==> src/rtl/addsub_rr_sched_pkg.sv <==
// rtl/addsub_rr_sched_pkg.sv - shared types and helpers for the add/sub round-robin scheduler
//
// Contents:
//   sched_state_t : scheduler FSM states (IDLE, EXEC, RESP)
//   id_width()    : width of a requester index for a given requester count
//   rsp_t         : response bundle {id, sum, cout[, ovf]} at the default N=32, NREQ=4 sizing
// Optional feature macro: ADDSUB_RR_SCHED_OVF_EN adds the ovf field to rsp_t.
package addsub_rr_sched_pkg;

    localparam int RSP_N    = 32;
    localparam int RSP_NREQ = 4;

    typedef enum logic [1:0] {
        IDLE = 2'd0,
        EXEC = 2'd1,
        RESP = 2'd2
    } sched_state_t;

    // A single requester still needs a 1-bit index so ports never collapse to zero width.
    function automatic int id_width(input int nreq);
        return (nreq > 1) ? $clog2(nreq) : 1;
    endfunction

    localparam int RSP_ID_W = id_width(RSP_NREQ);

    typedef struct packed {
        logic [RSP_ID_W-1:0] id;
        logic [RSP_N-1:0]    sum;
        logic                cout;
`ifdef ADDSUB_RR_SCHED_OVF_EN
        logic                ovf;
`endif
    } rsp_t;

endpackage

==> src/rtl/addsub_rr_scheduler_rr_arbiter.sv <==
// rtl/addsub_rr_scheduler_rr_arbiter.sv - combinational round-robin arbiter
//
// Ports:
//   req       : request vector (NREQ bits)
//   ptr       : highest-priority index; search runs upward from here modulo NREQ
//   grant     : one-hot grant, zero when no request
//   grant_idx : encoded index of the granted requester (0 when none)
//   grant_any : at least one request present
module rr_arbiter
    import addsub_rr_sched_pkg::*;
#(
    parameter int  NREQ = 4,
    localparam int ID_W = id_width(NREQ)
) (
    input  logic [NREQ-1:0] req,
    input  logic [ID_W-1:0] ptr,
    output logic [NREQ-1:0] grant,
    output logic [ID_W-1:0] grant_idx,
    output logic            grant_any
);

    logic [ID_W-1:0] cand;

    always_comb begin
        grant     = '0;
        grant_idx = '0;
        grant_any = 1'b0;
        cand      = '0;
        for (int k = 0; k < NREQ; k++) begin
            cand = ID_W'((int'(ptr) + k) % NREQ);
            if (!grant_any && req[cand]) begin
                grant[cand] = 1'b1;
                grant_idx   = cand;
                grant_any   = 1'b1;
            end
        end
    end

endmodule

==> src/rtl/ripple_carry_adder_subtractor.sv <==
// rtl/ripple_carry_adder_subtractor.sv - N-bit ripple-carry adder/subtractor
//
// Ports:
//   a, b : operands (N bits)
//   cin  : carry in; also the subtract select (1 = a - b computed as a + ~b + 1)
//   s    : sum (N bits, modulo 2^N)
//   cout : carry out (for subtract: 1 = no borrow)
module ripple_carry_adder_subtractor #(
    parameter int N = 32
) (
    input  logic [N-1:0] a,
    input  logic [N-1:0] b,
    input  logic         cin,
    output logic [N-1:0] s,
    output logic         cout
);

    logic [N-1:0] bx;
    logic [N:0]   c;

    // cin both inverts b and supplies the +1, giving two's-complement subtraction.
    assign bx   = b ^ {N{cin}};
    assign c[0] = cin;

    for (genvar i = 0; i < N; i++) begin : g_fa
        assign s[i]   = a[i] ^ bx[i] ^ c[i];
        assign c[i+1] = (a[i] & bx[i]) | (c[i] & (a[i] ^ bx[i]));
    end

    assign cout = c[N];

endmodule

==> src/rtl/addsub_rr_scheduler.sv <==
// rtl/addsub_rr_scheduler.sv - round-robin sharing of one adder/subtractor among NREQ requesters
//
// Ports:
//   clk, rst   : clock; asynchronous active-high reset
//   req_valid  : per-requester request valid (NREQ)
//   req_ready  : per-requester accept, one-hot or zero, combinational in IDLE
//   req_sub    : per-requester op select (1 = a - b)
//   req_a/b    : packed operands, requester i at [i*N +: N]
//   rsp_valid  : result held valid in RESP
//   rsp_ready  : consumer accepts result
//   rsp_id     : requester index owning the result
//   rsp_sum    : result
//   rsp_cout   : carry out (subtract: 1 = no borrow)
//   rsp_ovf    : signed overflow, present only with ADDSUB_RR_SCHED_OVF_EN defined
// Flow: IDLE (grant + latch operands) -> EXEC (adder runs from registers) -> RESP (hold).
module addsub_rr_scheduler
    import addsub_rr_sched_pkg::*;
#(
    parameter int  N    = 32,
    parameter int  NREQ = 4,
    localparam int ID_W = id_width(NREQ)
) (
    input  logic            clk,
    input  logic            rst,
    input  logic [NREQ-1:0] req_valid,
    output logic [NREQ-1:0] req_ready,
    input  logic [NREQ-1:0] req_sub,
    input  logic [NREQ*N-1:0] req_a,
    input  logic [NREQ*N-1:0] req_b,
    output logic            rsp_valid,
    output logic [ID_W-1:0] rsp_id,
    output logic [N-1:0]    rsp_sum,
    output logic            rsp_cout,
`ifdef ADDSUB_RR_SCHED_OVF_EN
    output logic            rsp_ovf,
`endif
    input  logic            rsp_ready
);

    sched_state_t    state, state_nxt;
    logic [ID_W-1:0] ptr;
    logic [NREQ-1:0] grant;
    logic [ID_W-1:0] grant_idx;
    logic            grant_any;
    logic            handshake;

    logic [N-1:0]    op_a, op_b;
    logic            op_sub;
    logic [ID_W-1:0] op_id;

    logic [N-1:0]    add_s;
    logic            add_cout;

    rr_arbiter #(.NREQ(NREQ)) u_arb (
        .req       (req_valid),
        .ptr       (ptr),
        .grant     (grant),
        .grant_idx (grant_idx),
        .grant_any (grant_any)
    );

    // The adder only ever sees registered operands, so its ripple chain has a full cycle.
    ripple_carry_adder_subtractor #(.N(N)) u_adder (
        .a    (op_a),
        .b    (op_b),
        .cin  (op_sub),
        .s    (add_s),
        .cout (add_cout)
    );

    always_comb begin
        state_nxt = state;
        req_ready = '0;
        handshake = 1'b0;
        unique case (state)
            IDLE: begin
                // Masked during reset so req_ready reads zero while rst is held.
                if (!rst) begin
                    req_ready = grant;
                end
                if (grant_any) begin
                    handshake = 1'b1;
                    state_nxt = EXEC;
                end
            end
            EXEC: state_nxt = RESP;
            RESP: begin
                if (rsp_ready) begin
                    state_nxt = IDLE;
                end
            end
            default: state_nxt = IDLE;
        endcase
    end

    assign rsp_valid = (state == RESP);

`ifdef ADDSUB_RR_SCHED_OVF_EN
    logic [N-1:0] op_bx;
    logic         ovf_calc;
    assign op_bx    = op_b ^ {N{op_sub}};
    assign ovf_calc = (op_a[N-1] == op_bx[N-1]) && (add_s[N-1] != op_a[N-1]);
`endif

    always_ff @(posedge clk or posedge rst) begin
        if (rst) begin
            state    <= IDLE;
            ptr      <= '0;
            op_a     <= '0;
            op_b     <= '0;
            op_sub   <= 1'b0;
            op_id    <= '0;
            rsp_id   <= '0;
            rsp_sum  <= '0;
            rsp_cout <= 1'b0;
`ifdef ADDSUB_RR_SCHED_OVF_EN
            rsp_ovf  <= 1'b0;
`endif
        end else begin
            state <= state_nxt;
            if (handshake) begin
                ptr    <= (grant_idx == ID_W'(NREQ - 1)) ? '0 : grant_idx + 1'b1;
                op_a   <= req_a[int'(grant_idx)*N +: N];
                op_b   <= req_b[int'(grant_idx)*N +: N];
                op_sub <= req_sub[grant_idx];
                op_id  <= grant_idx;
            end
            if (state == EXEC) begin
                rsp_sum  <= add_s;
                rsp_cout <= add_cout;
                rsp_id   <= op_id;
`ifdef ADDSUB_RR_SCHED_OVF_EN
                rsp_ovf  <= ovf_calc;
`endif
            end
        end
    end

endmodule

==> config.mk <==
export PLATFORM = sky130hd
export DESIGN_NAME = addsub_rr_scheduler
export DESIGN_NICKNAME = d
export VERILOG_FILES = /design/src/rtl/addsub_rr_sched_pkg.sv /design/src/rtl/addsub_rr_scheduler_rr_arbiter.sv /design/src/rtl/ripple_carry_adder_subtractor.sv /design/src/rtl/addsub_rr_scheduler.sv
export SDC_FILE = /design/constraint.sdc
export NUM_CORES = 1
export LEC_CHECK = 0
export ABC_AREA = 1
export BUFFER_PORTS_ARGS = -buffer_cell sky130_fd_sc_hd__clkbuf_2
export CORE_MARGIN = 3
export CORE_UTILIZATION = 40
export DETAILED_ROUTE_END_ITERATION = 6
export PLACE_DENSITY = 0.73
export SYNTH_ARGS = -nofsm -noshare
export SYNTH_HDL_FRONTEND = slang
export SYNTH_SLANG_ARGS = --single-unit
==> constraint.sdc <==
create_clock -name clk -period 18.95 [get_ports clk]
set_clock_uncertainty 0.2 [all_clocks]
set_input_delay 0.9475 -clock clk [delete_from_list [all_inputs] [get_ports clk]]
set_output_delay 0.9475 -clock clk [all_outputs]
set_load 0.02 [all_outputs]
# Word-level counts from Yosys, hierarchy flattened
# Index checks and enable logic that the tools add are counted.
[classes]
n_addsub = 4
order_cmp = 9
n_eq_ne = 5
shift = 2
n_mux = 38
bitwise_logic = 164
n_reduce_logical = 12
[op_table]
columns = ["op", "count"]
rows = [
  ["$shiftx 128x8->32", 2],
  ["$and 1x1->1", 64],
  ["$xor 1x1->1", 64],
  ["$or 1x1->1", 32],
  ["$xor 32x32->32", 1],
  ["$mux 4", 6],
  ["$lt 2x3->1 const B", 5],
  ["$mux 1", 15],
  ["$mux 2", 7],
  ["$or 4x4->4", 3],
  ["$bmux 1 s2", 5],
  ["$demux 1 s2", 4],
  ["$ge 2x1->1 const B", 4],
  ["$logic_and 1x1->1", 7],
  ["$pmux 2 s3", 1],
  ["$add 2x1->2 const B", 2],
  ["$add 2x2->2 const B", 2],
  ["$eq 2x2->1 const B", 2],
  ["$logic_not 1->1", 3],
  ["$eq 2x1->1 const B", 1],
  ["$logic_not 2->1", 1],
  ["$ne 2x1->1 const B", 1],
  ["$ne 2x2->1 const B", 1],
  ["$reduce_and 2->1", 1],
]
[word_totals]
reg_bits = 106
input_bits = 267

# Longest topological paths before layout
[logic_depth]
ltp_word = 66
depth_mapped = 39
depth_no_buf = 39

# Hierarchy
# Synthesis repeated with hierarchy kept, for this count alone.
[unflattened]
hier_cells = 1404
hier_area_um2 = 8583.2
[by_module_without_submodules]
columns = ["mod", "instances", "cells_per_inst", "area_each_um2", "seq_area_each_um2"]
rows = [
  ["addsub_rr_scheduler", 1, 1100, 6767.7, 2652.5],
  ["ripple_carry_adder_subtractor", 1, 230, 1375.1, 0.0],
  ["rr_arbiter", 1, 74, 440.4, 0.0],
]

# Least setup slack after synthesis
# No wires, ideal clock.
[synth_timing]
path_kind = "reg-to-reg"
start = "register op_sub"
end = "register rsp_sum[31]"
setup_time_ns = 0.117
t_arrival_ns = 12.951
required_time_ns = 18.633
slack_ns = 5.683
path_stages_with_launch = 40
period_less_slack_ns = 13.267
path_cell_list = "dfrtp_1 -> clkbuf_1 -> clkbuf_1 -> o21ai_0 -> fa_1 -> fa_1 -> fa_1 -> fa_1 -> fa_1 -> fa_1 -> fa_1 -> fa_1 -> fa_1 -> fa_1 -> fa_1 -> fa_1 -> fa_1 -> fa_1 -> [... 4 more ...] -> fa_1 -> fa_1 -> fa_1 -> fa_1 -> fa_1 -> fa_1 -> fa_1 -> fa_1 -> fa_1 -> fa_1 -> fa_1 -> fa_1 -> fa_1 -> fa_1 -> inv_1 -> fa_1 -> nand2_1 -> nand2_1"
[synth_via]
elab_chain_cells = 65
elab_cells_between_ends = 127
[synth_lines]
columns = ["element", "line_no", "text"]
rows = [
  ["from (decl)", "addsub_rr_scheduler.sv:48", "logic op_sub;"],
  ["from (signal assigned)", "addsub_rr_scheduler.sv:125", "op_sub <= req_sub[grant_idx];"],
  ["$xor 32x32->32", "ripple_carry_adder_subtractor.sv:22", "assign bx = b ^ {N{cin}};"],
  ["$xor 1x1->1", "ripple_carry_adder_subtractor.sv:27", "assign c[i+1] = (a[i] & bx[i]) | (c[i] & (a[i] ^ bx[i]));"],
  ["$and 1x1->1", "ripple_carry_adder_subtractor.sv:27", ""],
  ["$or 1x1->1", "ripple_carry_adder_subtractor.sv:27", ""],
  ["$and 1x1->1", "ripple_carry_adder_subtractor.sv:27", ""],
  ["$or 1x1->1", "ripple_carry_adder_subtractor.sv:27", ""],
  ["$and 1x1->1", "ripple_carry_adder_subtractor.sv:27", ""],
  ["$or 1x1->1", "ripple_carry_adder_subtractor.sv:27", ""],
  ["[... 50 more ...]", "--", ""],
  ["$and 1x1->1", "ripple_carry_adder_subtractor.sv:27", ""],
  ["$or 1x1->1", "ripple_carry_adder_subtractor.sv:27", ""],
  ["$and 1x1->1", "ripple_carry_adder_subtractor.sv:27", ""],
  ["$or 1x1->1", "ripple_carry_adder_subtractor.sv:27", ""],
  ["$and 1x1->1", "ripple_carry_adder_subtractor.sv:27", ""],
  ["$or 1x1->1", "ripple_carry_adder_subtractor.sv:27", ""],
  ["$xor 1x1->1 (*)", "ripple_carry_adder_subtractor.sv:26", "assign s[i] = a[i] ^ bx[i] ^ c[i];"],
  ["named net add_s[31]", "addsub_rr_scheduler.sv:51", "logic [N-1:0] add_s;"],
  ["to (signal assigned)", "addsub_rr_scheduler.sv:129", "rsp_sum <= add_s;"],
  ["to (decl)", "addsub_rr_scheduler.sv:32", "output logic [N-1:0] rsp_sum,"],
]
# The timed path passes the listed nets; every way through them passes the cells marked *.
# A chain may end at the register's enable or synchronous reset.

# Worst setup path in the final report
# Same ends and word-level chain as after synthesis.

==> results_dict.tcl <==
set metrics [dict create \
    drc 0 \
    clk_latency_ps 360 \
    yosys-top-cells-count "nand2_1, nor2_1, nand3_1" \
    async_flop_share_pct 100 \
    synthFlopType "dfrtp_1" \
    yosysTopAreaCell "dfrtp_1" \
    ys_types 27 \
    min_period_ps 13890 \
    grt_pass1_wl_mm 41.1 \
    syn_avg_cell_area_sq_um 6.66 \
    yosys-top-cells-area "dfrtp_1, nand2_1, nand3_1" \
    grt.busiest_layer "met2" \
    antennaDiodeCount 0 \
    synth_top_area_share_pct 32.8 \
    clk_pin_slew_ps 70 \
    cts_buffers 9 \
    end_kind "flip-flop" \
    fin_crit_sh_pct 73.3 \
    die_h_um 148 \
    peakVddDrop_uv 129 \
    grt_overflow_total 0 \
    pin_count 307 \
    h-tree-depth 3 \
    fin_setup_tns_ps 0 \
    rsz0062_at_grt "no" \
    total_power_mw 2.23 \
    worst_path_most_repeated_cell "fa_1" \
    critPathRequiredTime_ps 19000 \
    grt_max_degree 99 \
    ant_nets 0 \
    routed_wl_mm 26.2 \
    synth.yosys.seq_area_share_pct 32.8 \
    setup_viol 0 \
    relSlewSlack_pct 34.4 \
    via_per_inst 4.72 \
    timing.final.ws_setup_ps 5060 \
    drv_cap 0 \
    path_class "reg -> reg" \
    cts_setup_buffers 0 \
    drt_iter0_markers 500 \
    initial_core_util_pct 41.2 \
    first_pass_iters 5 \
    post-place-ws_ps 5100 \
    drive_gt1_share_pct 24.5 \
    ys_ff_latch 106 \
    syn_nets 1521 \
    cts_sinks 106 \
    synth_edf_count 0 \
    cts_tree "built" \
    antenna_found_initial 0 \
    row_count 51 \
    syn_inst 1215 \
    cts-root-buf "clkbuf_16" \
    grt_use_met3_pct 4.39 \
    worstPathArrival_ps 13940 \
    power_density_nw_per_um2 224 \
    port_buffers 306 \
    status "completed" \
    grt_usage_pct 23.6 \
    synthToLayoutAreaGrowth_pct 23.1 \
    max_slew.worst_pin.slew_ps 984 \
    cts-resized-gates 0 \
    route.vias.total 8211 \
    max_freq_mhz 72.0 \
    core-area_sq_um 19700 \
    grt_pass1_vias 7963 \
    hpwlAfterDp_mm 19.4 \
    die_x_um 148 \
    leakagePower_nw 5.92 \
    path_max_fanout 33 \
    design.die.area_sq_um 22000 \
    hold_viol 0 \
    synth_area_sq_um 8090 \
    gp_congestion 0.842 \
    grt_use_met2_pct 39.1 \
    slowest_stage "buf_4" \
    hold_class "reg -> reg" \
    clk_path_buf_depth 2 \
    routedWlPerCell_um 15.0 \
    fin_nets 1778 \
    yosys_warnings 0 \
    synth_most_common_cell "nand2_1" \
    globalRouteMet1Util_pct 32.2 \
    postCtsHoldBufs 0 \
    start_kind "flip-flop" \
    final_max_slew_viol_count 0 \
    cp_slowest_stage_delay_ps 480 \
]
[cell families after synthesis]
family / share of synthesized area [%]
AO/OA/AOI/OAI: 5.24
XOR/XNOR: 3.35
adder cells (fa/ha/maj): 8.91
buffers and inverters: 10.7
flip-flops: 32.8
AND/OR/NAND/NOR: 39.0
[critical path, delay by kind of cell, from the launching register on]
kind / cells / cell delay, ps
adders and majority gates: 31 / 12080
buffers and inverters: 4 / 700
DFF: 1 / 340
AOI/OAI and AO/OA: 1 / 270
and+or+nand+nor: 2 / 120
[report_power, final]
group,switching [mW],internal [mW]
clock network,0.0886,0.116
logic,1.08,0.517
registers,0.0724,0.354
total,1.24,0.987
[layer usage]
metal / share of wire (%) / routed length, um
met4: 1.6 / 430
met1: 44 / 11600
met5: 0 / 0
met3: 7.2 / 1870
met2: 47 / 12200
[through the flow]
| stage | hold WS, ps | instance area (sq um) | cells | utilization (%) |
|---|---|---|---|---|
| floorplan | 284 | 8090 | 1215 | - |
| global placement | 267 | 9650 | 1726 | 49.1 |
| global route | 312 | 9970 | 1741 | 50.7 |
| finish | 291 | 9970 | 1741 | 50.7 |
| CTS | 292 | 9970 | 1741 | 50.7 |
| detailed placement | 275 | 9650 | 1726 | 49.1 |
[final cells by class]
| cell class | instances | area, sq um |
|---|---|---|
| Fill cell | 2040 | 9690 |
| Multi-Input combinational cell | 913 | 4580 |
| Sequential cell | 106 | 2650 |
| Timing Repair Buffer | 317 | 1610 |
| Inverter | 125 | 473 |
| Tap cell | 265 | 332 |
| Clock buffer | 9 | 225 |
| Clock inverter | 6 | 90.1 |
[registers in the layout (all words and copies together), names as in the netlist, named ones only]
| signal | cells |
|---|---|
| op_sub | 1 |
| op_id | 2 |
| op_b | 32 |
| op_a | 32 |
| ptr | 1 |
| rsp_sum | 32 |
| state | 2 |
| rsp_id | 2 |
| rsp_cout | 1 |
[placed cells by master, fill, tap and decap left out]
master / count
nand2_1: 474
clkbuf_2: 306
nor2_1: 138
nand3_1: 128
inv_1: 119
dfrtp_1: 105
o21ai_0: 42
fa_1: 31
xnor2_1: 29
o21bai_1: 23
buf_4: 11
or2_2: 9
clkbuf_16: 9
ha_1: 8
nand2_2: 7
or2_1: 5
a31oi_1: 5
inv_2: 4
nand3_2: 3
nand2_4: 2
nor2_4: 2
nand4_1: 2
clkinv_2: 2
xor2_1: 2
bufinv_16: 2
o21ai_1: 1
a21oi_1: 1
nor3_1: 1
inv_4: 1
clkinvlp_4: 1
inv_6: 1
clkinv_4: 1
dfrtp_2: 1
[final timing paths]
check                            startpoint           to  slack (ps)  cells past startpoint
worst max-delay path                 op_sub  rsp_sum[31]        5060                     38
worst min-delay path            rsp_sum[16]  rsp_sum[16]         290                      2
worst max register to register       op_sub  rsp_sum[31]        5060                     38
worst min register to register  rsp_sum[16]  rsp_sum[16]         290                      2
max in group asynchronous               rst     op_a[20]       16840                      3
min in group asynchronous               rst     state[1]         420                      2
Power figures use the tool's default switching activity.
